--- src/rtl/systolic_drain_if.sv ---
// Valid/ready word stream carrying one accumulator value plus its grid coordinates.
interface systolic_drain_if #(
    parameter int W  = 32,
    parameter int IW = 2
);
    logic [W-1:0]  data;
    logic [IW-1:0] row;
    logic [IW-1:0] col;
    logic          valid;
    logic          ready;
    logic          last;

    modport master (output data, row, col, valid, last, input  ready);
    modport slave  (input  data, row, col, valid, last, output ready);
endinterface

--- src/rtl/systolic_drain.sv ---
// Snapshots the systolic array's accumulator grid into a shadow bank and streams
// it out row-major, one word per valid/ready transfer.
module systolic_drain #(
    parameter int SIZE = 4,
    parameter int W    = 32,
    parameter int IW   = (SIZE > 2) ? $clog2(SIZE) : 1
) (
    input  logic                                clk,
    input  logic                                reset,
    input  logic                                start,
    input  logic [0:SIZE-1][0:SIZE-1][W-1:0]    acc_in,
    output logic                                acc_clr,
    output logic                                busy,
    output logic                                done,
    output logic                                overrun,
    systolic_drain_if.master                    stream
);

    typedef enum logic {IDLE, STREAM} state_t;

    localparam logic [IW-1:0] LAST_IDX = IW'(SIZE - 1);

    state_t                              state, state_next;
    logic [0:SIZE-1][0:SIZE-1][W-1:0]    shadow;
    logic [IW-1:0]                       row, col;
    logic                                capture, fire, at_last, valid;

    assign at_last = (row == LAST_IDX) && (col == LAST_IDX);

    always_ff @(posedge clk or negedge reset) begin
        if (!reset) state <= IDLE;
        else        state <= state_next;
    end

    always_comb begin
        // NOTE: every always_comb output gets a default first so no path leaves it unassigned (no latch).
        state_next = state;
        capture    = 1'b0;
        fire       = 1'b0;
        valid      = 1'b0;
        case (state)
            IDLE: begin
                if (start) begin
                    capture    = 1'b1;
                    state_next = STREAM;
                end
            end
            STREAM: begin
                valid = 1'b1;
                fire  = stream.ready;
                if (fire && at_last) state_next = IDLE;
            end
            default: state_next = IDLE;
        endcase
    end

    // Shadow bank, read pointer and the registered side-band pulses/flags.
    always_ff @(posedge clk or negedge reset) begin
        if (!reset) begin
            // NOTE: the shadow bank is reset too, so out_data reads 0 after reset rather than stale data.
            shadow  <= '0;
            row     <= '0;
            col     <= '0;
            acc_clr <= 1'b0;
            done    <= 1'b0;
            overrun <= 1'b0;
        end else begin
            acc_clr <= capture;
            done    <= fire && at_last;
            if (start && (state == STREAM)) overrun <= 1'b1;

            if (capture) begin
                shadow <= acc_in;
                row    <= '0;
                col    <= '0;
            end else if (fire) begin
                if (col == LAST_IDX) begin
                    col <= '0;
                    // The final transfer returns the pointer to (0,0) instead of running past the grid.
                    row <= (row == LAST_IDX) ? '0 : row + 1'b1;
                end else begin
                    col <= col + 1'b1;
                end
            end
        end
    end

    assign busy         = (state != IDLE);
    assign stream.valid = valid;
    assign stream.data  = shadow[row][col];
    assign stream.row   = row;
    assign stream.col   = col;
    assign stream.last  = at_last && valid;

endmodule

--- src/flat_wrapper.sv ---
// flat-port wrapper written by rule: the top's interface ports become plain ports
module systolic_drain_flat 
#(
    parameter int SIZE = 4,
    parameter int W    = 32,
    parameter int IW   = (SIZE > 2) ? $clog2(SIZE) : 1
)
  (clk, reset, start, acc_in, acc_clr, busy, done, overrun, stream_data, stream_row, stream_col, stream_valid, stream_last, stream_ready);
  systolic_drain_if #(.W(W), .IW(IW)) stream_i ();
  input  logic clk;
  input  logic reset;
  input  logic start;
  input  logic [0:SIZE-1][0:SIZE-1][W-1:0] acc_in;
  output logic acc_clr;
  output logic busy;
  output logic done;
  output logic overrun;
  output wire logic [$bits(stream_i.data)-1:0] stream_data;
  output wire logic [$bits(stream_i.row)-1:0] stream_row;
  output wire logic [$bits(stream_i.col)-1:0] stream_col;
  output wire logic [$bits(stream_i.valid)-1:0] stream_valid;
  output wire logic [$bits(stream_i.last)-1:0] stream_last;
  input wire logic [$bits(stream_i.ready)-1:0] stream_ready;
  assign stream_data = stream_i.data;
  assign stream_row = stream_i.row;
  assign stream_col = stream_i.col;
  assign stream_valid = stream_i.valid;
  assign stream_last = stream_i.last;
  assign stream_i.ready = stream_ready;
  systolic_drain #(.SIZE(SIZE), .W(W), .IW(IW)) u_core (.clk(clk), .reset(reset), .start(start), .acc_in(acc_in), .acc_clr(acc_clr), .busy(busy), .done(done), .overrun(overrun), .stream(stream_i));
endmodule
--- config.mk ---
export PLATFORM = sky130hd
export DESIGN_NAME = systolic_drain_flat
export DESIGN_NICKNAME = d
export VERILOG_FILES = /design/src/rtl/systolic_drain_if.sv /design/src/rtl/systolic_drain.sv /design/src/flat_wrapper.sv
export SDC_FILE = /design/constraint.sdc
export NUM_CORES = 1
export LEC_CHECK = 0
export ABC_AREA = 0
export CORE_UTILIZATION = 50
export CTS_CLUSTER_SIZE = 8
export DETAILED_ROUTE_END_ITERATION = 6
export GPL_TIMING_DRIVEN = 0
export PLACE_DENSITY = 0.81
export SYNTH_ARGS = -nofsm -noshare
export SYNTH_HDL_FRONTEND = slang
export SYNTH_SLANG_ARGS = --single-unit
--- constraint.sdc ---
create_clock -name clk -period 2.6 [get_ports clk]
set_input_delay 0.65 -clock clk [delete_from_list [all_inputs] [get_ports clk]]
set_output_delay 0.65 -clock clk [all_outputs]
set_load 0.05 [all_outputs]
==> impl_metrics.sql, run 1 <==
INSERT INTO impl_metrics (metric_group, metric, value, unit) VALUES
('run_status', 'run_status', 'complete, but fails checks', ''),
('run_status', 'violations_in_the_final_reports', 'setup timing', ''),
('logic_synthesis', 'synth_top_family_by_area', 'multiplexers', ''),
('sta', 'max_slew.worst_pin.slew', '0.918', 'ns'),
('setup_path', 'r2r_setup_slack', '0.34', 'ns'),
('die', 'initial_utilization', '0.507', ''),
('sta', 'clock_skew', '0.0161', 'ns'),
('pwr', 'total_switching_power', '14.1', 'mW'),
('pwr', 'power.ir.vdd_worst', '0.000645', 'V'),
('place', 'finalWeightedCongestion', '0.920', ''),
('global_route', 'globalRouteOverflowTotal', '0', ''),
('setup_path', 'worstPathCellList', 'clkbuf_16 -> buf_16 -> buf_16 -> buf_4 -> mux4_2 -> a22oi_2 -> nand2_2 -> buf_6', ''),
('cts', 'clk_pin_slew_worst_paths', '0.05', 'ns'),
('setup_path', 'worstPathMaxFanout', '6', ''),
('pwr', 'power.density', '1260', 'nW/µm²'),
('cts', 'cts.path.max_buffers', '3', ''),
('global_route', 'use_met3', '0.118', ''),
('logic_synthesis', 'synth-seq-area-share', '0.567', ''),
('sta', 'min_period', '3.34', 'ns'),
('sta', 'finalSetupViolCount', '32', ''),
('pwr', 'clkPwrFrac', '0.210', ''),
('detailed_routing', 'dr.pass1.iters', '5', ''),
('global_route', 'grt_start_max_net_pins', '125', ''),
('sta', 'maxClockFrequency', '299', 'MHz'),
('setup_path', 'cp_data_arrival_time', '2.69', 'ns'),
('place', 'placement.io_buffers', '557', ''),
('logic_synthesis', 'synth_xor_area_frac', '0', ''),
('detailed_routing', 'num_vias', '15500', ''),
('job', 'max_cap_violations', '0', ''),
('global_route', 'groute.layer.met2.usage', '0.545', ''),
('finish', 'synthToLayoutAreaGrowth', '41.4', '%'),
('global_route', 'via_count_of_the_first_global_routing_pass', '17300', ''),
('die', 'placement_rows', '78', ''),
('sta', 'report.final.slew_viol_count', '0', ''),
('logic_synthesis', 'synthesis.area', '22900', 'µm²'),
('logic_synthesis', 'synth_area_per_cell', '16.6', 'µm²'),
('finish', 'final_util', '0.716', ''),
('pwr', 'switching_share', '0.344', ''),
('finish', 'post_layout_nonfiller_instances', '2682', ''),
('logic_synthesis', 'netlist_instances', '1382', ''),
('setup_path', 'slowest_delay', '0.49', 'ns'),
('logic_synthesis', 'synthesized_area_fraction_occupied_by_and_or_nand_nor_cells', '0.00823', ''),
('cts', 'number_of_hold_buffers_added_after_cts', '0', ''),
('detailed_routing', 'antenna_violating_nets_post_route', '0', ''),
('sta', 'rsz0062_at_grt', 'yes', ''),
('place', 'hpwlAfterDp', '56300', 'µm'),
('logic_synthesis', 'synth.distinct_cells', '23', ''),
('cts', 'cts_inserted_buffers', '74', ''),
('global_route', 'global_route.peak_usage_layer', 'met2', ''),
('setup_path', 'setup.worst_path.start_class', 'register', ''),
('place', 'numPlacedInstances', '2543', ''),
('sta', 'layout_setup_ws', '-0.744', 'ns'),
('die', 'die_x', '216', 'µm'),
('die', 'dieArea', '46800', 'µm²'),
('logic_synthesis', 'synth.net_count', '1900', ''),
('global_route', 'antenna_found_initial', '35', ''),
('setup_path', 'cp.required', '1.95', 'ns'),
('logic_synthesis', 'synth-async-reset-ratio', '1.00', ''),
('sta', 'post-route-period-util', '1.29', ''),
('pwr', 'power.share.sequential', '0.349', ''),
('sta', 'worst_slew_margin_rel', '0.388', ''),
('cts', 'cts_root_buffer', 'sky130_fd_sc_hd__clkbuf_16', ''),
('logic_synthesis', 'synth_seq_cells', '520', ''),
('cts', 'clock-sinks', '520', ''),
('die', 'io_pins', '558', ''),
('finish', 'post_route_cells_drive_above_1_share', '0.475', ''),
('pwr', 'cellLeakagePower', '13.6', 'nW'),
('finish', 'design.final.nets', '2573', ''),
('pwr', 'internal-power', '26.9', 'mW'),
('detailed_routing', 'vias_per_cell', '5.79', ''),
('logic_synthesis', 'synth_fa_ha_area_frac', '0.00109', '');
[metal layers]
metal	vias up	wire length, µm
li1	6560	-
met3	162	6400
met1	8144	29800
met4	32	2390
met5	-	201
met2	618	38200
[layout by cell type (no fill, tap or decap)]
master,netlist,routed
sky130_fd_sc_hd__clkdlybuf4s50_1,0,519
sky130_fd_sc_hd__dfrtp_1,520,517
sky130_fd_sc_hd__mux2_2,512,512
sky130_fd_sc_hd__mux4_2,128,128
sky130_fd_sc_hd__clkbuf_16,0,78
sky130_fd_sc_hd__buf_2,63,63
sky130_fd_sc_hd__a22oi_2,0,47
sky130_fd_sc_hd__buf_4,7,33
sky130_fd_sc_hd__nand2_2,0,32
sky130_fd_sc_hd__buf_6,5,24
sky130_fd_sc_hd__diode_2,0,20
sky130_fd_sc_hd__buf_12,0,17
sky130_fd_sc_hd__a22oi_1,64,17
sky130_fd_sc_hd__clkbuf_2,0,12
sky130_fd_sc_hd__buf_8,0,10
sky130_fd_sc_hd__clkbuf_4,0,7
sky130_fd_sc_hd__buf_16,0,6
sky130_fd_sc_hd__clkbuf_1,22,4
sky130_fd_sc_hd__dlygate4sd2_1,0,4
sky130_fd_sc_hd__nor2b_1,3,3
sky130_fd_sc_hd__nor2_1,4,3
sky130_fd_sc_hd__a21o_1,3,3
sky130_fd_sc_hd__clkinv_8,0,3
sky130_fd_sc_hd__dfrtp_2,0,3
sky130_fd_sc_hd__a32o_1,2,2
sky130_fd_sc_hd__ha_1,2,2
sky130_fd_sc_hd__inv_6,0,2
sky130_fd_sc_hd__and2_1,1,1
sky130_fd_sc_hd__nor2_2,0,1
sky130_fd_sc_hd__and4_1,1,1
sky130_fd_sc_hd__and3_1,1,1
sky130_fd_sc_hd__mux2i_1,1,1
sky130_fd_sc_hd__nand2_1,33,1
sky130_fd_sc_hd__nand3_1,1,1
sky130_fd_sc_hd__nor3_1,1,1
sky130_fd_sc_hd__inv_1,1,1
sky130_fd_sc_hd__o2bb2ai_1,1,1
sky130_fd_sc_hd__bufbuf_16,0,1
[registers in the layout, indices dropped and copies added, names as in the netlist]
name               count
u_core.stream.row      2
u_core.acc_clr         1
u_core.stream.col      2
u_core.done            1
u_core.overrun         1
u_core.shadow        512
u_core.busy            1
[power groups by stage]
stage	clock (mW)	sequential, mW	combinational [mW]
after floorplan	0	13.6	11.1
after global placement	0	14.2	15.6
after detailed placement	0	14.3	16.0
after CTS	8.69	14.2	17.5
after global routing	9.04	14.8	19.0
final	8.62	14.3	18.1
[cell usage after synthesis (3+ instances only)]
cell,n,area share
sky130_fd_sc_hd__clkbuf_1,22,0.0036
sky130_fd_sc_hd__mux4_2,128,0.13
sky130_fd_sc_hd__buf_4,7,0.0023
sky130_fd_sc_hd__a22oi_1,64,0.021
sky130_fd_sc_hd__nor2_1,4,0.00065
sky130_fd_sc_hd__buf_6,5,0.0025
sky130_fd_sc_hd__buf_1,6,0.00098
sky130_fd_sc_hd__dfrtp_1,520,0.57
sky130_fd_sc_hd__mux2_2,512,0.25
sky130_fd_sc_hd__nand2_1,33,0.0054
sky130_fd_sc_hd__buf_2,63,0.014
sky130_fd_sc_hd__a21o_1,3,0.00098
sky130_fd_sc_hd__nor2b_1,3,0.00082
[stage by stage]
step           setup slack [ns]  TNS [ns]  cell area [µm²]  total power, mW  hold WS [ns]
6_report                 -0.744    -21.40            32400             41.0         0.117
5_1_grt                  -0.864    -24.40            32400             42.8         0.196
4_1_cts                  -0.771    -22.40            32100             40.4         0.156
3_5_place_dp              -1.37   -101.18            29500             30.3         0.453
3_3_place_gp             -23.79         -            29400             29.8         0.444
2_1_floorplan            0.0128         0            23000             24.7         0.354
[worst paths after layout]
kind,start,cells past startpoint,endpoint
setup / recovery,u_core.stream.row[0],8,stream_data[7]
min in group clk,u_core.overrun,1,u_core.overrun
max in group asynchronous,reset,3,u_core.shadow[118]
hold / removal,reset,1,u_core.shadow[389]
hold reg to reg,u_core.overrun,1,u_core.overrun
setup reg to reg,u_core.busy,6,u_core.shadow[418]
[cell families after synthesis]
| family | Yosys count |
|---|---|
| AO/OA/AOI/OAI | 70 |
| adder cells (fa/ha/maj) | 2 |
| buffers and inverters | 104 |
| flip-flops | 520 |
| multiplexers | 641 |
| AND/OR/NAND/NOR | 45 |
[worst max-delay path, delay by kind of cell, from the launching register on]
family / cells / cell delay, ns
buffers and inverters: 5 / 0.75
muxes: 1 / 0.49
DFF: 1 / 0.40
AOI/OAI and AO/OA: 1 / 0.35
and+or+nand+nor: 1 / 0.08
[layout make-up]
type                            instances  area (µm²)
Tap cell                              600         751
Antenna cell                           20        50.0
Timing Repair Buffer                  598        6180
Sequential cell                       520       13000
Fill cell                            2954       12800
Inverter                                1        3.75
Multi-Input combinational cell        758        9720
Clock inverter                          5        66.3
Clock buffer                           78        1910
Buffer                                102         743
[timing repair]
item / CTS / global route
pin swaps: 27 / 28
cloned: 5 / 1
buffers inserted: 15 / 19
setup endpoints to repair: 36 / 33
hold endpoints to repair: 0 / 0
gates resized for setup: 339 / 49
(Power assumes the default switching activity.)
==> run 2, diff against run 1 <==
--- a/config.mk
+++ b/config.mk
@@ -6,11 +6,13 @@
 export NUM_CORES = 1
 export LEC_CHECK = 0
 export ABC_AREA = 0
-export CORE_UTILIZATION = 50
+export CORE_UTILIZATION = 45
 export CTS_CLUSTER_SIZE = 8
 export DETAILED_ROUTE_END_ITERATION = 6
 export GPL_TIMING_DRIVEN = 0
-export PLACE_DENSITY = 0.81
+export PLACE_DENSITY = 0.77
+export SKIP_CTS_REPAIR_TIMING = 1
+export SLEW_MARGIN = 20
 export SYNTH_ARGS = -nofsm -noshare
 export SYNTH_HDL_FRONTEND = slang
 export SYNTH_SLANG_ARGS = --single-unit
==> constraint.sdc (replaced) <==
create_clock -name clk -period 2.8 [get_ports clk]
set_input_delay 0.7 -clock clk [delete_from_list [all_inputs] [get_ports clk]]
set_output_delay 0.7 -clock clk [all_outputs]
set_load 0.05 [all_outputs]
==> run 2 against run 1 <==
- the flow still finishes with violations (setup timing)
- core utilization decreased by 8.0 points
- routed wire length increased by 0.77%
- via count decreased by 0.86%
- clock power decreased by 6.6%
- die area increased by 11%
- worst setup slack got worse by 0.013 ns
- cell area decreased by 1.4%
- count of clock-buffer cells in the layout increased by 2
- combinational power decreased by 14%
- sequential power decreased by 6%
- hold slack got worse by 0.032 ns
- non-clock buffer count decreased by 24
- highest routed layer unchanged
==> impl_metrics.sql, run 2 (synthesized netlist as in run 1, its figures left out) <==
INSERT INTO impl_metrics (metric_group, metric, value, unit) VALUES
('setup_path', 'cp_data_arrival_time', '2.86', 'ns'),
('die', 'io_pins', '558', ''),
('global_route', 'globalRouteTotalUtil', '0.303', ''),
('die', 'design.core.area', '50300', 'µm²'),
('cts', 'cts_root_buffer', 'sky130_fd_sc_hd__clkbuf_16', ''),
('global_route', 'globalRouteOverflowTotal', '0', ''),
('finish', 'post_layout_nonfiller_instances', '2733', ''),
('finish', 'design.final.nets', '2550', ''),
('global_route', 'antenna_found_initial', '35', ''),
('setup_path', 'r2r_setup_slack', '0.47', 'ns'),
('finish', 'max_flop_register', 'u_core.shadow', ''),
('setup_path', 'slowest_delay', '0.55', 'ns'),
('sta', 'min_period', '3.56', 'ns'),
('job', 'max_cap_violations', '0', ''),
('sta', 'maxClockFrequency', '281', 'MHz'),
('global_route', 'grt_start_max_net_pins', '102', ''),
('sta', 'worst_slew_margin_rel', '0.564', ''),
('finish', 'filler_cell_count', '3699', ''),
('detailed_routing', 'drc', '0', ''),
('setup_path', 'worstPathCellList', 'buf_8 -> clkbuf_16 -> buf_6 -> mux4_2 -> a22oi_2 -> nand2_1 -> buf_2', ''),
('cts', 'cts.path.max_buffers', '3', ''),
('sta', 'finalSetupViolCount', '32', ''),
('die', 'initial_utilization', '0.456', ''),
('detailed_routing', 'dr.pass1.iters', '4', ''),
('detailed_routing', 'antenna_violating_nets_post_route', '0', ''),
('die', 'die_x', '228', 'µm'),
('die', 'placement_rows', '82', ''),
('detailed_routing', 'detail_route.wirelength', '77600', 'µm'),
('setup_path', 'crit_path_end_kind', 'output port', ''),
('detailed_routing', 'post_drt_wl_per_cell', '28.4', 'µm'),
('pwr', 'clkPwrFrac', '0.218', ''),
('pwr', 'power.ir.vdd_worst', '0.000580', 'V'),
('sta', 'timing.final.hold_violations', '0', ''),
('cts', 'clk_pin_slew_worst_paths', '0.05', 'ns'),
('sta', 'rsz0062_at_grt', 'yes', ''),
('sta', 'layout_setup_ws', '-0.757', 'ns'),
('cts', 'cts_inserted_buffers', '75', ''),
('sta', 'max_slew.worst_pin.slew', '0.653', 'ns'),
('hold_path', 'min-delay-path-class', 'in -> async', ''),
('global_route', 'grt_first_pass_wirelength', '114000', 'µm'),
('sta', 'clock_skew', '0.0160', 'ns'),
('pwr', 'cellLeakagePower', '13.4', 'nW'),
('run_status', 'run_status', 'complete, but fails checks', ''),
('setup_path', 'regToRegStartpoint', 'u_core.busy', ''),
('setup_path', 'cp.required', '2.10', 'ns'),
('die', 'dieArea', '51900', 'µm²'),
('setup_path', 'cp-endpoint', 'stream_data[10]', ''),
('place', 'placement.io_buffers', '557', ''),
('setup_path', 'cp.depth', '7', ''),
('pwr', 'internal-power', '24.2', 'mW'),
('place', 'finalWeightedCongestion', '0.889', ''),
('run_status', 'violations_in_the_final_reports', 'setup timing', ''),
('sta', 'report.final.slew_viol_count', '0', ''),
('finish', 'max_reg_flops', '512', ''),
('setup_path', 'setup.worst_path.start_class', 'register', ''),
('finish', 'synthToLayoutAreaGrowth', '39.3', '%'),
('detailed_routing', 'drt_first_iter_violations', '955', ''),
('die', 'die_height', '228', 'µm'),
('place', 'hpwlAfterDp', '57600', 'µm'),
('setup_path', 'cp_slowest_cell', 'sky130_fd_sc_hd__mux4_2', ''),
('setup_path', 'worstPathMaxFanout', '10', ''),
('place', 'numPlacedInstances', '2616', ''),
('cts', 'clk_latency', '0.60', 'ns'),
('setup_path', 'cp_num_buf_inv', '4', ''),
('setup_path', 'crit_start', 'u_core.stream.row[0]', ''),
('setup_path', 'crit_type', 'reg -> out', ''),
('pwr', 'power.share.sequential', '0.363', ''),
('finish', 'most-common-layout-cells', '523 x sky130_fd_sc_hd__clkdlybuf4s50_1, 518 x sky130_fd_sc_hd__dfrtp_1, 512 x sky130_fd_sc_hd__mux2_2, 128 x sky130_fd_sc_hd__mux4_2, 80 x sky130_fd_sc_hd__clkbuf_16', ''),
('global_route', 'via_count_of_the_first_global_routing_pass', '17300', ''),
('cts', 'cts_tree', 'built', ''),
('finish', 'most_frequent_standard_cell_in_the_layout_excluding_fill_and_tap_cells', 'sky130_fd_sc_hd__clkdlybuf4s50_1', ''),
('detailed_routing', 'vias_per_cell', '5.63', ''),
('setup_path', 'rr_worst_depth', '6', ''),
('finish', 'top_regs', 'u_core.shadow x512, u_core.stream.col x2, u_core.stream.row x2', ''),
('pwr', 'power.density', '1150', 'nW/µm²'),
('cts', 'clock-sinks', '520', ''),
('finish', 'post_route_cells_drive_above_1_share', '0.444', ''),
('pwr', 'comb_power_share', '0.419', ''),
('cts', 'h_tree_level_count', '3', ''),
('setup_path', 'r2r-end', 'u_core.shadow[97]', ''),
('sta', 'post-route-period-util', '1.27', ''),
('pwr', 'total_switching_power', '12.7', 'mW'),
('setup_path', 'crit_family', 'buffers and inverters', ''),
('pwr', 'switching_share', '0.345', ''),
('detailed_routing', 'num_vias', '15400', ''),
('sta', 'tns', '-20.08', 'ns');
==> run 2: cell types whose count changed in the layout (fill, tap and decap cells not counted), moves of 3 or more <==
| cell | delta |
|---|---|
| sky130_fd_sc_hd__diode_2 | +4 |
| sky130_fd_sc_hd__buf_4 | -20 |
| sky130_fd_sc_hd__buf_8 | -5 |
| sky130_fd_sc_hd__clkbuf_2 | +3 |
| sky130_fd_sc_hd__a22oi_1 | +19 |
| sky130_fd_sc_hd__a22oi_2 | -19 |
| sky130_fd_sc_hd__dlygate4sd2_1 | -4 |
| sky130_fd_sc_hd__buf_2 | +10 |
| sky130_fd_sc_hd__clkdlybuf4s50_1 | +4 |
| sky130_fd_sc_hd__buf_12 | -13 |
| sky130_fd_sc_hd__nand2_2 | -30 |
| sky130_fd_sc_hd__nand2_1 | +30 |
==> run 2: area by class of cell <==
cell class                 instances  area (µm²)  share of cell area
tap                              672         841              0.0263
timing repair buffer             573        5810               0.182
sequential                       520       13000               0.407
clock buffer                      80        1970              0.0616
buffer                           103         701              0.0219
multi-input combinational        758        9560               0.299
clock inverter                     2        25.0            0.000783
inverter                           1        3.75            0.000117
antenna                           24        60.1             0.00188
==> run 2: worst min path at each step <==
stage                              start                 end  depth (start not counted)
after floorplan                    reset      u_core.acc_clr                          0
after global placement    u_core.overrun      u_core.overrun                          1
after detailed placement  u_core.overrun      u_core.overrun                          1
after CTS                          reset   u_core.shadow[85]                          1
after global routing               reset  u_core.shadow[246]                          1
final                              reset  u_core.shadow[246]                          1
==> run 2: power by group through the flow <==
stage          clock network [mW]  registers [mW]  logic, mW
2_1_floorplan                   0            12.6       10.1
3_3_place_gp                    0            13.2       14.4
3_5_place_dp                    0            13.4       14.7
4_1_cts                      8.16            13.3       14.8
5_1_grt                      8.48            13.8       16.2
6_report                     8.05            13.4       15.5
==> run 2: metrics by stage <==
step                      worst slack (ns)  utilization  instance area, µm²  hold slack, ns  power, mW
after floorplan                    0.00617            -               23000           0.404       22.7
after global placement              -23.82        0.584               29400           0.446       27.6
after detailed placement             -1.47        0.587               29500           0.455       28.1
after CTS                            -2.12        0.627               31500          0.0901       36.3
after global routing                -0.814        0.636               32000           0.122       38.5
final                               -0.757        0.636               32000          0.0845       36.9
==> run 2: layer usage <==
layer  wire [µm]  vias up  GRT usage
met2       38000      590      0.496
met3        5770      172     0.0963
met1       30800     8101      0.373
met5         112        -          0
li1            -     6502          -
met4        2910       18      0.121
